File: config.mk
export PLATFORM = sky130hd
export DESIGN_NAME = itf2reg_burst
export DESIGN_NICKNAME = d
export VERILOG_FILES = /design/src/rtl/itf2reg_pkg.sv /design/src/rtl/itf_byte_bank.sv /design/src/rtl/itf2reg_burst.sv
export SDC_FILE = /design/constraint.sdc
export NUM_CORES = 1
export LEC_CHECK = 0
export ABC_AREA = 1
export BUFFER_PORTS_ARGS = -buffer_cell sky130_fd_sc_hd__buf_2
export CORE_ASPECT_RATIO = 0.9
export CORE_UTILIZATION = 35
export CTS_CLUSTER_SIZE = 25
export DETAILED_ROUTE_END_ITERATION = 10
export GPL_ROUTABILITY_DRIVEN = 0
export MAX_ROUTING_LAYER = met4
export SYNTH_ARGS = -nofsm -noshare
export SYNTH_HDL_FRONTEND = slang
export SYNTH_SLANG_ARGS = --single-unit
File: constraint.sdc
create_clock -name clk -period 2.15 [get_ports clk]
set_clock_uncertainty 0.1 [all_clocks]
set_input_delay 0.3225 -clock clk [delete_from_list [all_inputs] [get_ports clk]]
set_output_delay 0.3225 -clock clk [all_outputs]
set_load 0.05 [all_outputs]
File: src/rtl/itf2reg_pkg.sv
// rtl/itf2reg_pkg.sv - shared address map, bit indices and FSM encoding for itf2reg_burst
//
// Purpose : constants shared by the ITF-to-register burst bridge and its byte banks.
// Ports   : none (package).

package itf2reg_pkg;

   // ITF address map
   localparam logic [7:0] STATUS        = 8'h00;
   localparam logic [7:0] OPERATION     = 8'h01;
   localparam logic [7:0] ADDR_BASE     = 8'h10;
   localparam logic [7:0] WDATA_BASE    = 8'h20;
   localparam logic [7:0] RDATA_BASE    = 8'h30;
   localparam logic [7:0] DEFAULT_RDATA = 8'hAB;

   // STATUS bits
   localparam int ST_DONE_BIT   = 0;
   localparam int ST_BUSY_BIT   = 1;
   localparam int ST_TOERR_BIT  = 2;
   localparam int ST_LASTWR_BIT = 3;

   // OPERATION bits
   localparam int OP_WE_BIT   = 0;
   localparam int OP_GO_BIT   = 1;
   localparam int OP_AINC_BIT = 2;

   typedef enum logic [1:0] {
      IDLE = 2'd0,
      REQ  = 2'd1,
      WAIT = 2'd2
   } state_t;

endpackage

File: src/rtl/itf_byte_bank.sv
// rtl/itf_byte_bank.sv - N-byte register written one byte at a time over the ITF port
//
// Purpose : holds a multi-byte value whose byte i sits at ITF address BASE+i.
// Ports   : clk, rst_n   - clock, asynchronous active-low reset
//           wr, addr,     - ITF write strobe, address and data
//           wdata
//           inhibit       - blocks ITF writes (bridge busy)
//           load,         - whole-word load, takes priority over ITF writes
//           load_data
//           q             - current register value

module itf_byte_bank
   import itf2reg_pkg::*;
#(
   parameter int         NBYTES = 2,
   parameter logic [7:0] BASE   = ADDR_BASE
) (
   input  logic                clk,
   input  logic                rst_n,
   input  logic                wr,
   input  logic [7:0]          addr,
   input  logic [7:0]          wdata,
   input  logic                inhibit,
   input  logic                load,
   input  logic [8*NBYTES-1:0] load_data,
   output logic [8*NBYTES-1:0] q
);

   always_ff @(posedge clk or negedge rst_n) begin
      if (!rst_n) begin
         q <= '0;
      end else if (load) begin
         q <= load_data;
      end else if (wr && !inhibit) begin
         for (int i = 0; i < NBYTES; i++) begin
            if (addr == BASE + 8'(i)) begin
               q[8*i +: 8] <= wdata;
            end
         end
      end
   end

endmodule

File: src/rtl/itf2reg_burst.sv
// rtl/itf2reg_burst.sv - byte-wide ITF port to multi-byte register bus bridge with burst support
//
// Purpose : turns ITF byte accesses into single reg_ce handshakes on a wide
//           register bus, with status, read-data capture, timeout and
//           optional address auto-increment.
// Ports   : clk, rst_n        - clock, asynchronous active-low reset
//           itf_addr/wdata/wr - ITF write side
//           itf_rdata         - ITF read data (combinational on itf_addr)
//           reg_fin, reg_rdata- slave completion pulse and read data
//           reg_addr, reg_ce, - register bus request
//           reg_we, reg_wdata

module itf2reg_burst
   import itf2reg_pkg::*;
#(
   parameter int ADDR_BYTES = 2,
   parameter int DATA_BYTES = 4,
   parameter int TIMEOUT    = 255
) (
   input  logic                    clk,
   input  logic                    rst_n,
   input  logic [7:0]              itf_addr,
   input  logic [7:0]              itf_wdata,
   input  logic                    itf_wr,
   output logic [7:0]              itf_rdata,
   input  logic                    reg_fin,
   input  logic [8*DATA_BYTES-1:0] reg_rdata,
   output logic [8*ADDR_BYTES-1:0] reg_addr,
   output logic                    reg_ce,
   output logic                    reg_we,
   output logic [8*DATA_BYTES-1:0] reg_wdata
);

   localparam int AW = 8*ADDR_BYTES;
   localparam int DW = 8*DATA_BYTES;
   // With the timeout disabled a 1-bit counter is kept so the logic stays legal; it never runs.
   localparam int CW = (TIMEOUT > 0) ? $clog2(TIMEOUT+1) : 1;
   localparam logic [CW-1:0] CNT_LAST = CW'((TIMEOUT > 0) ? TIMEOUT-1 : 0);

   state_t        state, state_nxt;
   logic          op_we, op_ainc;
   logic          st_done, st_toerr, st_lastwr;
   logic [DW-1:0] rdata_q;
   logic [CW-1:0] to_cnt;

   logic          busy, wr_status, wr_op, go, fin_evt, to_evt, addr_inc;
   logic [AW-1:0] addr_q, addr_nxt;
   logic [DW-1:0] wdata_q;
   logic [7:0]    status_byte, op_byte;

   assign busy      = (state != IDLE);
   assign wr_status = itf_wr && (itf_addr == STATUS);
   // OPERATION is frozen while an access is in flight, GO included.
   assign wr_op     = itf_wr && (itf_addr == OPERATION) && !busy;
   assign go        = wr_op && itf_wdata[OP_GO_BIT];
   // reg_fin counts from the REQ cycle on, so a zero-wait slave completes in REQ.
   assign fin_evt   = busy && reg_fin;
   assign to_evt    = (TIMEOUT > 0) && (state == WAIT) && !reg_fin && (to_cnt == CNT_LAST);
   assign addr_inc  = fin_evt && op_ainc;
   assign addr_nxt  = addr_q + AW'(1);

   itf_byte_bank #(.NBYTES(ADDR_BYTES), .BASE(ADDR_BASE)) u_addr_bank (
      .clk       (clk),
      .rst_n     (rst_n),
      .wr        (itf_wr),
      .addr      (itf_addr),
      .wdata     (itf_wdata),
      .inhibit   (busy),
      .load      (addr_inc),
      .load_data (addr_nxt),
      .q         (addr_q)
   );

   itf_byte_bank #(.NBYTES(DATA_BYTES), .BASE(WDATA_BASE)) u_wdata_bank (
      .clk       (clk),
      .rst_n     (rst_n),
      .wr        (itf_wr),
      .addr      (itf_addr),
      .wdata     (itf_wdata),
      .inhibit   (busy),
      .load      (1'b0),
      .load_data ('0),
      .q         (wdata_q)
   );

   assign reg_addr  = addr_q;
   assign reg_wdata = wdata_q;

   always_comb begin
      state_nxt = state;
      reg_ce    = 1'b0;
      reg_we    = 1'b0;
      case (state)
         IDLE: begin
            if (go) state_nxt = REQ;
         end
         REQ: begin
            reg_ce    = 1'b1;
            reg_we    = op_we;
            state_nxt = reg_fin ? IDLE : WAIT;
         end
         WAIT: begin
            if (reg_fin || to_evt) state_nxt = IDLE;
         end
         default: state_nxt = IDLE;
      endcase
   end

   always_ff @(posedge clk or negedge rst_n) begin
      if (!rst_n) begin
         state     <= IDLE;
         op_we     <= 1'b0;
         op_ainc   <= 1'b0;
         st_done   <= 1'b0;
         st_toerr  <= 1'b0;
         st_lastwr <= 1'b0;
         rdata_q   <= '0;
         to_cnt    <= '0;
      end else begin
         state <= state_nxt;

         if (wr_op) begin
            op_we   <= itf_wdata[OP_WE_BIT];
            op_ainc <= itf_wdata[OP_AINC_BIT];
         end

         if (state == REQ) begin
            to_cnt <= '0;
         end else if ((state == WAIT) && (TIMEOUT > 0)) begin
            to_cnt <= to_cnt + CW'(1);
         end

         // Hardware set has priority over a same-cycle W1C clear.
         if (fin_evt || to_evt) begin
            st_done <= 1'b1;
         end else if (wr_status && itf_wdata[ST_DONE_BIT]) begin
            st_done <= 1'b0;
         end

         if (to_evt) begin
            st_toerr <= 1'b1;
         end else if (wr_status && itf_wdata[ST_TOERR_BIT]) begin
            st_toerr <= 1'b0;
         end

         if (fin_evt) begin
            st_lastwr <= op_we;
            if (!op_we) rdata_q <= reg_rdata;
         end
      end
   end

   always_comb begin
      status_byte                = 8'h00;
      status_byte[ST_DONE_BIT]   = st_done;
      status_byte[ST_BUSY_BIT]   = busy;
      status_byte[ST_TOERR_BIT]  = st_toerr;
      status_byte[ST_LASTWR_BIT] = st_lastwr;

      op_byte              = 8'h00;
      op_byte[OP_WE_BIT]   = op_we;
      op_byte[OP_AINC_BIT] = op_ainc;
   end

   always_comb begin
      itf_rdata = DEFAULT_RDATA;
      if (itf_addr == STATUS)    itf_rdata = status_byte;
      if (itf_addr == OPERATION) itf_rdata = op_byte;
      for (int i = 0; i < ADDR_BYTES; i++) begin
         if (itf_addr == ADDR_BASE + 8'(i)) itf_rdata = addr_q[8*i +: 8];
      end
      for (int i = 0; i < DATA_BYTES; i++) begin
         if (itf_addr == WDATA_BASE + 8'(i)) itf_rdata = wdata_q[8*i +: 8];
         if (itf_addr == RDATA_BASE + 8'(i)) itf_rdata = rdata_q[8*i +: 8];
      end
   end

endmodule
== Yosys cells after proc, flatten, opt, wreduce, memory -nomap -nowiden ==
Index checks and enable logic that the tools add are counted.
Storage, ports and cells
  bits in registers: 95
  input bits: 52
  word-level logic and storage cells: 93
Cells by class
  mux-type cells: 28
  add/subtract/negate cells: 2
  reductions and logical operators: 32
  bitwise gates (word level): 1
  eq/ne operators: 16
Operators with widths (count)
  $mux 8: 16
  $eq 8x6->1 const B: 8
  $mux 16: 2
  $add 16x1->16 const B: 1
  $eq 8x5->1 const B: 2
  $reduce_and 2->1: 8
  $reduce_bool 2->1: 7
  $logic_and 1x1->1: 11
  $add 8x1->8 const B: 1
  $eq 8x1->1 const B: 1
  $eq 8x8->1 const B: 1
  $logic_not 8->1: 1
  $mux 1: 6
  $mux 2: 3
  $pmux 2 s3: 1
  $eq 2x1->1 const B: 1
  $eq 2x2->1 const B: 1
  $logic_not 1->1: 2
  $logic_not 2->1: 1
  $logic_or 1x1->1: 2
  $ne 2x1->1 const B: 1
  $ne 2x2->1 const B: 1
  $not 1->1: 1

== Depth between registers and ports, before layout ==
  depth in word-level cells: 13
  depth in mapped cells: 13
  gate-level depth less buffers: 13

== Cells and area by module ==
From an unflattened synthesis, not the netlist that was laid out.
Unflattened totals
  cells, all modules: 841
  area, all modules: 6075.8 µm²
Modules (own cells, without submodules)
  itf2reg_burst: area each 3268.1 µm², sequential area each 1176.1 µm², times used 1, cells an instance 461
  itf_byte_bank (u_wdata_bank): area each 1830.5 µm², sequential area each 800.8 µm², times used 1, cells an instance 246
  itf_byte_bank (u_addr_bank): area each 977.2 µm², sequential area each 400.4 µm², times used 1, cells an instance 134

== Least setup slack after synthesis ==
OpenSTA, ideal clock, no wires.
  path kind: reg2reg
  start: register u_addr_bank.q[0]
  end: register u_addr_bank.q[14]
  period minus slack after synthesis: 2.098 ns
  slack: 0.052 ns
  stages on the path, launching flop included: 11
  arrival: 1.911 ns
  path buffers: 0
  path through: dfrtp_1 > ha_1 > nand3_1 > nor2_1 > nand4_1 > nor2_2 > nand2_1 > nor2_1 > xor2_1 > nand2_1 > o211ai_1
Between the ends
  cells in the longest elaborated chain, start to end: 2
Ends and longest elaborated chain
  from (decl): RTL line itf_byte_bank.sv:26  | output logic [8*NBYTES-1:0] q
  from (signal assigned): RTL line itf_byte_bank.sv:33  | q <= load_data;
  from (signal, indexed assignment): RTL line itf_byte_bank.sv:37  | q[8*i +: 8] <= wdata;
  $add 16x1->16: RTL line itf2reg_burst.sv:60  | assign addr_nxt = addr_q + AW'(1);
  $mux 16: RTL line itf_byte_bank.sv:32  | end else if (load) begin
No other way between the ends.
A chain may end at the register's enable or synchronous reset.

== Final worst setup path ==
  start: input itf_addr[7]
  end: output itf_rdata[1]
Between the ends
  cells in the longest elaborated chain, start to end: 13
  elaborated cells between the ends (all ways): 24
  those cells by class: eq/ne (11); mux (12); reduce/logical (1)
Ends and longest elaborated chain
  from (decl): RTL line itf2reg_burst.sv:22  | input logic [7:0] itf_addr,
  $logic_not 8->1: RTL line itf2reg_burst.sv:167  | if (itf_addr == STATUS) itf_rdata = status_byte;
  $mux 8: RTL line itf2reg_burst.sv:167
  $mux 8: RTL line itf2reg_burst.sv:168  | if (itf_addr == OPERATION) itf_rdata = op_byte;
  $mux 8 (2 in series): RTL line itf2reg_burst.sv:170  | if (itf_addr == ADDR_BASE + 8'(i)) itf_rdata = addr_q[8*i +: 8];
  $mux 8: RTL line itf2reg_burst.sv:173  | if (itf_addr == WDATA_BASE + 8'(i)) itf_rdata = wdata_q[8*i +: 8];
  $mux 8: RTL line itf2reg_burst.sv:174  | if (itf_addr == RDATA_BASE + 8'(i)) itf_rdata = rdata_q[8*i +: 8];
  $mux 8: RTL line itf2reg_burst.sv:173
  $mux 8: RTL line itf2reg_burst.sv:174
  $mux 8: RTL line itf2reg_burst.sv:173
  $mux 8: RTL line itf2reg_burst.sv:174
  $mux 8: RTL line itf2reg_burst.sv:173
  $mux 8 *: RTL line itf2reg_burst.sv:174
  to (decl): RTL line itf2reg_burst.sv:25  | output logic [7:0] itf_rdata,
Mark *: on every way between the ends. The rest lies on a longest branch, timed or not.

==> out/qor.csv <==
metric,value,unit
ys flop type,dfrtp_1,
Hold Path Class,input port to register,
total power,5.76,mW
Multi-input gate area,2450,um2
first-pass iteration count of the detailed router,5,
Crit Path Max Fanout,10,
# diodes,0,
syn nets,741,
Syn Std Cell Area,5070,um2
DR WL/cell,14.6,um
num ports,110,
Worst Tran Pin Value,527,ps
Mapped Avg Cell Area,7.42,um2
Synth Register Bits,95,
synth unique cells,34,
Fillers,1460,
P per Cell Area,868,nW/um2
max incr delay on CP,210,ps
CP Data Arrival Time,1760,ps
Peak VDD IR,0.000425,V
layout cell share with drive strength beyond 1,27.0,%
Storage cell area,2380,um2
endpoints failing hold,0,
unrepaired setup endpoints after global routing,true,
max-cap viol count,0,
Final setup violation count,3,
# rows,41,
worst-skew pair later-pin latency,340,ps
post-route antenna net violation count,0,
1st-iter DRT viols,421,
post-place instance area,6090,um2
GR Overflow Total,0,
largest net degree at the start of global routing,49,
Worst setup SP type,input port,
CTS root buf,clkbuf_16,
first-pass GRT wire length,23.8,mm
Critical Path RT,1730,ps
post-layout minimum cycle time,2180,ps
fin crit share,102,%
WL final,15.0,mm
Max Fclk,458,MHz
# port buffers,109,
layout net count,885,
die height,116,um
vias in the first global route,4487,
sequential area share after synthesis,46.9,%
initial core utilization,36.0,%
status,"finished, violations left",
Yosys warning count,0,
die span in x,129,um
Post-synth EDFFs,0,
Worst path slowest cell,nor4_4,
die area,15000,um2
CTS tree,done,
total CTS buffers,9,
CP endpoint kind,primary output,
via count,4820,
Lkg Pwr,3.39,nW
Area Growth Syn to Fin,31.1,%
"Design Area, Final",6640,um2
Hold WS,70.5,ps
DRC viols,0,
HPWL Detailed,11.4,mm
antenna violations before repair,0,
Setup CP Type,input port to primary output,
CORE AREA,14100,um2
Slew Limit Fails,0,
Worst-path clk slew,80,ps
H-tree depth,3,
violated checks,setup timing,
cell count after synthesis,683,
Clock Path Buffers,2,
ys async rst share,100,%
via/cell ratio,4.70,
critical-path cell list,"buf_2, nor2_4, nand3_4, nor4_4, buf_12, inv_2, or2_0, nand4_1, nand2_1, buf_6",
total track usage,21.7,%
Final Worst Setup Slack,-34.5,ps
TritonCTS Sinks,95,
relative max-transition margin,64.7,%
==> synthesized netlist by cell type, types with 2 or more instances <==
master    count  share of area (%)
ha_1          6                1.5
nor3_1        7               0.69
clkinv_1      3               0.22
xor2_1        4               0.69
o211a_1       2               0.40
o221ai_1      3               0.52
buf_2         7               0.69
o211ai_1     12                1.8
or2_0         2               0.25
nor2_4        6                1.3
nand3b_1      2               0.30
nor2_2        6               0.74
dfrtp_1      95                 47
nand2_1     269                 20
inv_2         9               0.67
o21ai_1       7               0.69
o22ai_1       3               0.37
nand3_2       3               0.59
o21ai_0      43                4.2
a21oi_1      17                1.7
nand3_1      19                1.9
nor2_1       52                3.9
nand2_2       6               0.74
nand4_1      16                2.0
inv_1        67                5.0
or2_2         3               0.37
clkbuf_1      7               0.52
==> area by class of cell <==
type,count,share of cell area (%)
Sequential cell,95,35.8
Clock buffer,10,3.45
Tap cell,193,3.64
Inverter,79,4.47
Multi-Input combinational cell,494,36.9
Clock inverter,6,0.773
Timing Repair Buffer,148,15.0
==> stage by stage <==
step	worst slack (ps)	std cells	util (%)	setup TNS, ps
2_1_floorplan	52.3	683	-	0
3_3_place_gp	-65.4	1000	43.3	-330
3_5_place_dp	-71.9	1000	43.3	-365
4_1_cts	-31.7	1019	45.8	-86.5
5_1_grt	-163	1025	47.2	-996
6_report	-34.5	1025	47.2	-50.5
==> timing repair <==
action / CTS / global route
resized for setup: 17 / 46
setup endpoints to repair: 8 / 8
pin swaps: 2 / 20
setup buffers: 2 / 5
hold buffers: 1 / 0
gates cloned: 0 / 1
endpoints found under the hold margin: 95 / 0
==> cells by family (layout without fill, tap and decap cells) <==
kind of cell	Yosys count	after routing	share of synthesized area, %
AND/OR/NAND/NOR	394	394	33.6
flip-flops	95	95	46.9
buffers and inverters	94	243	7.21
AO/OA/AOI/OAI	90	90	10.1
adder cells (fa/ha/maj)	6	6	1.48
XOR/XNOR	4	4	0.691
==> path summary, 6_finish.rpt <==
check | end | depth (start not counted) | from | slack, ps
max reg2reg | u_addr_bank.q[13] | 10 | state[1] | 230
min | rdata_q[26] | 3 | reg_rdata[26] | 70
max | itf_rdata[1] | 10 | itf_addr[7] | -30
min reg2reg | rdata_q[17] | 2 | rdata_q[17] | 370
max in group asynchronous | rdata_q[28] | 3 | rst_n | 1170
min in group asynchronous | u_wdata_bank.q[9] | 2 | rst_n | 270
==> routing by layer <==
layer,wire (um),track usage (%),vias up
met5,0,-,-
met4,231,6.20,0
met3,809,3.66,14
met2,6670,31.8,133
met1,7280,30.9,2212
li1,-,-,2461
==> power breakdown <==
part	switching (mW)	internal [mW]
logic	1.14	0.550
clock network	0.737	0.804
registers	0.312	2.22
total	2.19	3.57
==> cells in the final DEF (no fill, tap or decap), types with 12 or more instances in the layout <==
cell type and instances:
nor2_1 43, nand3_1 18, nor2_2 12, dfrtp_1 94, o211ai_1 12, nand4_1 16
buf_4 32, nand2_1 258, inv_2 12, nand2_2 16, a21oi_1 16, inv_1 64
o21ai_0 42, buf_6 12, buf_2 95
==> registers in the layout, summed over array words and instances (netlist names) <==
name / count
st_lastwr: 1
st_done: 1
st_toerr: 1
state: 2
to_cnt: 8
op_we: 1
u_wdata_bank.q: 32
op_ainc: 1
rdata_q: 32
u_addr_bank.q: 16
==> worst max-delay path, delay by kind of cell <==
family | cells | cell delay, ps
and+or+nand+nor | 6 | 950
buffers and inverters | 4 | 470
Note: power is estimated with default switching activity, not from simulation.
